## config.mk

```make
export PLATFORM = sky130hd
export DESIGN_NAME = speed_sample_sched
export DESIGN_NICKNAME = d
export VERILOG_FILES = /design/src/rtl/speed_sample_sched.sv
export SDC_FILE = /design/constraint.sdc
export NUM_CORES = 1
export LEC_CHECK = 0
export ABC_CLOCK_PERIOD_IN_PS = 8360
export CORE_AREA = 2 2 142 144
export DETAILED_ROUTE_END_ITERATION = 16
export DIE_AREA = 0 0 144 146
export PLACE_DENSITY = 0.7
export SETUP_SLACK_MARGIN = 0.2
export SLEW_MARGIN = 20
export SYNTH_ARGS = -nofsm -noshare
export SYNTH_HDL_FRONTEND = slang
export SYNTH_SLANG_ARGS = --single-unit
```

## constraint.sdc

```tcl
create_clock -name clk -period 8.36 [get_ports clk]
set_input_delay 1.254 -clock clk [delete_from_list [all_inputs] [get_ports clk]]
set_output_delay 1.254 -clock clk [all_outputs]
set_load 0.01 [all_outputs]
```

## src/rtl/speed_sample_sched.sv

```systemverilog
// Periodic coherent snapshot of NUM_MOTORS encoder counters; emits one signed
// per-motor count delta per handshake, flagging ticks that land mid-burst.
module speed_sample_sched #(
    parameter int NUM_MOTORS    = 4,
    parameter int CNT_W         = 16,
    parameter int PERIOD_CYCLES = 50000,
    localparam int ID_W         = (NUM_MOTORS > 1) ? $clog2(NUM_MOTORS) : 1,
    localparam int TICK_W       = $clog2(PERIOD_CYCLES)
) (
    input  logic                        clk,
    input  logic                        reset,
    input  logic                        enable,
    input  logic [NUM_MOTORS*CNT_W-1:0] enc_count,
    output logic                        speed_valid,
    input  logic                        speed_ready,
    output logic [CNT_W-1:0]            speed_data,
    output logic [ID_W-1:0]             speed_id,
    output logic                        overrun,
    input  logic                        clear_overrun
);

    localparam logic [2:0] IDLE      = 3'd0;
    localparam logic [2:0] PRIME     = 3'd1;
    localparam logic [2:0] WAIT_TICK = 3'd2;
    localparam logic [2:0] SNAP      = 3'd3;
    localparam logic [2:0] EMIT      = 3'd4;

    logic [2:0]                         state;
    logic [TICK_W-1:0]                  tick_cnt;
    logic [ID_W-1:0]                    idx;
    logic                               stop;
    logic [NUM_MOTORS-1:0][CNT_W-1:0]   prev;
    logic [NUM_MOTORS-1:0][CNT_W-1:0]   snap;
    logic [NUM_MOTORS-1:0][CNT_W-1:0]   cur;

    logic              tick;
    logic              last;
    logic              busy;
    logic [TICK_W-1:0] tick_next;

    assign cur       = enc_count;
    assign tick      = (tick_cnt == TICK_W'(PERIOD_CYCLES - 1));
    assign tick_next = tick ? '0 : tick_cnt + TICK_W'(1);
    assign last      = (idx == ID_W'(NUM_MOTORS - 1));
    assign busy      = (state == SNAP) || (state == EMIT);

    assign speed_valid = (state == EMIT);
    assign speed_id    = idx;
    assign speed_data  = snap[idx] - prev[idx];

    always_ff @(posedge clk) begin
        if (reset) begin
            state    <= IDLE;
            tick_cnt <= '0;
            idx      <= '0;
            stop     <= 1'b0;
            overrun  <= 1'b0;
            prev     <= '0;
            snap     <= '0;
        end else begin
            case (state)
                IDLE: begin
                    tick_cnt <= '0;
                    if (enable) state <= PRIME;
                end
                PRIME: begin
                    prev     <= cur;
                    tick_cnt <= '0;
                    state    <= WAIT_TICK;
                end
                WAIT_TICK: begin
                    if (!enable) begin
                        tick_cnt <= '0;
                        state    <= IDLE;
                    end else begin
                        tick_cnt <= tick_next;
                        if (tick) state <= SNAP;
                    end
                end
                SNAP: begin
                    snap     <= cur;
                    idx      <= '0;
                    tick_cnt <= tick_next;
                    if (!enable) stop <= 1'b1;
                    state    <= EMIT;
                end
                EMIT: begin
                    tick_cnt <= tick_next;
                    if (!enable) stop <= 1'b1;
                    if (speed_ready) begin
                        prev[idx] <= snap[idx];
                        if (last) begin
                            idx <= '0;
                            // A disable seen anywhere in the burst ends the session here
                            if (stop || !enable) begin
                                stop     <= 1'b0;
                                tick_cnt <= '0;
                                state    <= IDLE;
                            end else begin
                                state <= WAIT_TICK;
                            end
                        end else begin
                            idx <= idx + ID_W'(1);
                        end
                    end
                end
                default: state <= IDLE;
            endcase

            if (busy && tick)
                overrun <= 1'b1;
            else if (clear_overrun)
                overrun <= 1'b0;
        end
    end

endmodule

```

After elaboration in Yosys (flattened, before gate mapping)

Cells that the tools add are included.

Input bits: 69
Output and inout port bits: 20
Word-level logic and storage cells: 74
Register bits after elaboration: 151

Multiplexer cells: 32
Eq/ne operators: 10
Magnitude comparators: 2
Add/subtract/negate cells: 3
Reductions and logical operators: 14

Operator list:

| kind                    | number |
|---|---|
| $mux W16                | 8 |
| $pmux W64 S2            | 1 |
| $bmux W16 S2            | 2 |
| $bwmux W64              | 1 |
| $mux W64                | 1 |
| $pmux W16 S4            | 1 |
| $demux W16 S2           | 1 |
| $add A16 B1 Y16 const B | 1 |
| $eq A16 B16 Y1 const B  | 1 |
| $sub A16 B16 Y16        | 1 |
| $mux W3                 | 5 |
| $pmux W3 S5             | 1 |
| $eq A3 B2 Y1 const B    | 2 |
| $mux W1                 | 6 |
| $mux W2                 | 3 |
| $reduce_bool A2 Y1      | 3 |
| $ne A2 B1 Y1 const B    | 2 |
| $pmux W2 S2             | 1 |
| $reduce_and A2 Y1       | 2 |
| $reduce_and A4 Y1       | 1 |
| $reduce_bool A4 Y1      | 1 |
| $eq A3 B1 Y1 const B    | 1 |
| $eq A3 B3 Y1 const B    | 1 |
| $logic_not A3 Y1        | 1 |
| other kinds (11)        | 13 |

Logic depth before layout (Yosys ltp)

Depth after elaboration: 7
Mapped depth: 11
Depth with buffers taken out: 9

Worst setup path after synthesis

OpenSTA, ideal clock, no wires.

Kind: register to output
Start point: register idx[0], in the netlist speed_id[0]
End point: output speed_data[14]
Arrival: 3095 ps
Required time: 7106 ps
Setup slack: 4011 ps
Stages on the path, launching flop included: 12
Path buffers: 3
Cell sequence: dfxtp_1 -> buf_4 -> buf_4 -> buf_2 -> mux4_2 -> ha_1 -> fa_1 -> nor2b_1 -> o2111ai_1 -> a21oi_1 -> a2111oi_1 -> xnor2_1

Word-level cells in the longest chain between the ends: 3
Elaborated cells between the ends (all ways): 5
Those cells by class: add/sub (1); mux (4)

Ends and longest elaborated chain:

| item                           | line | RTL |
|---|---|---|
| from (decl)                    | 30   | `logic [ID_W-1:0] idx;` |
| from (signal assigned)         | 103  | `idx <= idx + ID_W'(1);` |
| $bmux W16 S2                   | 49   | `assign speed_data = snap[idx] - prev[idx];` |
| $mux W16 (not written as such) | 49   |  |
| $sub A16 B16 Y16 *             | 49   |  |
| to (decl)                      | 16   | `output logic [CNT_W-1:0] speed_data,` |

Every way passes the cells marked *; elsewhere a longest branch is shown, timed or not. The select of a mux whose other input is x is not followed.

Worst setup path in the final report

Start point: register idx[0], in the netlist speed_id[0]
End point: output speed_data[9]

The elaborated chain is that of the path after synthesis.

==> flow_metrics.env <==
export IMPL_die_area_sq_um=21020
export IMPL_critPathKind="register to primary output"
export IMPL_grt_use_met2=0.3095
export IMPL_cts_tree="built"
export IMPL_synth_net_count=969
export IMPL_outcome="finished clean"
export IMPL_port_buffers=88
export IMPL_post_cts_resized=0
export IMPL_synth_top_family_by_area="compound AO/OA/AOI/OAI gates"
export IMPL_drv_slew=0
export IMPL_p_leak_nw=3.117
export IMPL_diodes=0
export IMPL_dp_hpwl_um=13900
export IMPL_cts_buffers=17
export IMPL_synthArstFlopShare=0
export IMPL_final_nets=1013
export IMPL_hold_path_class="register to register"
export IMPL_critPathArrivalTime_ps=4490
export IMPL_path_clk_slew_ps=60
export IMPL_vias=6646
export IMPL_yosys_area_top_type="dfxtp_1"
export IMPL_core_sq_um=19330
export IMPL_final_hold_viol_count=0
export IMPL_cts_sinks=151
export IMPL_power_density_nw_per_um2=206.8
export IMPL_cp_end_kind="primary output"
export IMPL_drtPass1Iterations=5
export IMPL_post_cts_setup_buffers=0
export IMPL_cts_root_buf="clkbuf_16"
export IMPL_synth_enable_flop_cells=0
export IMPL_synth_seq_cells=151
export IMPL_yosysSeqAreaShare=0.3935
export IMPL_final_antenna_net_count=0
export IMPL_grt_met1_usage=0.2926
export IMPL_vdd_drop_max_mv=0.1181
export IMPL_synth_compound_area_frac=0.2193
export IMPL_routed_via_density=5.538
export IMPL_synth_area_sq_um=7681
export IMPL_rsz0062_at_grt="false"
export IMPL_drc=0
export IMPL_track_usage=0.2004
export IMPL_holdBufCountCts=0
export IMPL_ys_top_cells_by_area="dfxtp_1 39%, mux4_2 9.4%, nand2_1 7.0%"
export IMPL_yosys_top_cells_count="151 x dfxtp_1, 144 x nand2_1, 93 x nor2_1"
export IMPL_fin_crit_sh=0.6868
export IMPL_fillers=1844
export IMPL_synth_xor_area_frac=0.02737
export IMPL_grt_antenna_before_repair=0
export IMPL_synth_adder_area_share=0.03518
export IMPL_grt_pass1_vias=6334
export IMPL_drive_gt1_frac=0.09198
export IMPL_synth_most_common_cell="dfxtp_1"
export IMPL_final_min_clock_period_ps=5741
export IMPL_dr_first_iter_drc_count=606
export IMPL_busiest_layer="met2"
export IMPL_crit_required_ps=7110
export IMPL_grt_ovfl_total=0
export IMPL_clock_path_buffers=2
export IMPL_htree_levels=4
export IMPL_ys_warn_count=0
export IMPL_synthMuxAreaShare=0.09774
export IMPL_gp_congestion=0.8424
export IMPL_synthFlopType="dfxtp_1"
export IMPL_grt_start_max_net_pins=88
export IMPL_synthCells=879
export IMPL_die_h_um=146
export IMPL_avgSynthCellArea_sq_um=8.738
export IMPL_num_rows=51
export IMPL_num_io_pins=89
export IMPL_crit_fanout=22
export IMPL_slew_headroom=0.3775
export IMPL_synth_simple_area_share=0.1720
export IMPL_yosys_area_top_type_share=0.3935
export IMPL_finalSetupTns_ps=0
export IMPL_wl_per_cell_um=17.42
export IMPL_start_util=0.3973
export IMPL_chipWidth_um=144
export IMPL_post_place_ws_ps=2990
export IMPL_crit_path_start_kind="register"
export IMPL_wl_um=20910
export IMPL_area_delta_synth_final_pct=20.41
export IMPL_max_cap_viol_count=0
export IMPL_fmax_mhz=174.2
export IMPL_worst_slack_ps=2619
export IMPL_grt_pass1_wl_um=33350
export IMPL_clk_latency_ps=420
export IMPL_worstMarginPinSlew_ps=931.7
export IMPL_setup_violations=0
export IMPL_finClkSkew_ps=10.47
export IMPL_yosysUniqueCellTypes=57
export IMPL_met3_usage=0.03159
layout make-up:
class | count | area [sq um] | share of cell area
clock buffers | 24 | 511.7 | 0.05533
clock inverters | 7 | 91.34 | 0.009876
inverters | 25 | 96.34 | 0.01042
multi-input cells | 635 | 4278 | 0.4625
flip-flops and latches | 151 | 3024 | 0.3270
well taps | 265 | 331.6 | 0.03585
repair buffers | 93 | 915.9 | 0.09903
cell usage in the layout (no fill, tap or decap), types with 2 or more instances in the layout:
cell type        count
nand2_1            143
nor2_1              93
nor3_1               3
nand4_1              5
dfxtp_1            150
a21oi_4              4
o21a_1               2
clkbuf_16           17
clkinv_2             3
nand3_1             16
nor3b_1              2
inv_1               24
clkbuf_8             6
clkdlybuf4s50_1     87
xnor2_1             14
mux4_2              32
ha_1                20
bufinv_16            2
nor2b_1              7
a211oi_1            65
a21o_1               3
a21boi_0             2
a22oi_1             65
a21oi_1             84
and2_1               9
and3_1               6
buf_4                6
nand2b_1             5
xor2_1              10
o21ai_0             13
mux2i_1              3
a31oi_1              3
state kept, by name, summed over array words and instances, names as in the netlist:
name	flops
speed_id	2
snap	64
state	3
tick_cnt	16
overrun	1
prev	64
stop	1
through the flow:
stage               hold slack [ps]  instances  instance area, sq um  power (mW)  utilization
floorplan                     433.1        879                  7681      0.9958            -
global placement              440.4       1169                  8646       1.147       0.4472
detailed placement            445.8       1169                  8646       1.151       0.4472
CTS                           453.4       1200                  9249       1.921       0.4784
global route                  472.3       1200                  9249       1.984       0.4784
finish                        454.1       1200                  9249       1.913       0.4784
metal layers:
metal	vias up	routed length, um
met2	203	9591
met3	18	1104
li1	3243	-
met4	0	214
met5	-	0
met1	3182	9996
power by group:
group	internal, mW	switching [mW]	total, mW
registers	0.755	0.0218	0.777
clock network	0.485	0.292	0.776
logic	0.182	0.178	0.360
worst max-delay path, cell delays in order (launching register included):
cell,delay [ps]
dfxtp_2,870
buf_4,430
mux4_2,640
ha_1,390
o211ai_1,100
a21oi_1,80
o311a_1,410
or4b_1,480
nand3_1,120
clkdlybuf4s50_1,540
cells by family (layout without fill, tap and decap cells):
kind of cell | Yosys count | after routing
simple gates | 301 | 301
compound gates | 254 | 254
flops | 151 | 151
buf+inv | 93 | 149
mux | 35 | 35
xor+xnor | 24 | 24
fa+ha+maj | 21 | 21
final timing paths:
| path | startpoint | endpoint | slack (ps) | cells past startpoint |
|---|---|---|---|---|
| worst min register to register | snap[29] | snap[29] | 450 | 2 |
| worst max-delay path | speed_id[0] | speed_data[9] | 2620 | 9 |
| worst min-delay path | snap[29] | snap[29] | 450 | 2 |
| worst max register to register | speed_id[0] | prev[60] | 5420 | 6 |
Note: power is estimated with default switching activity, not from simulation.
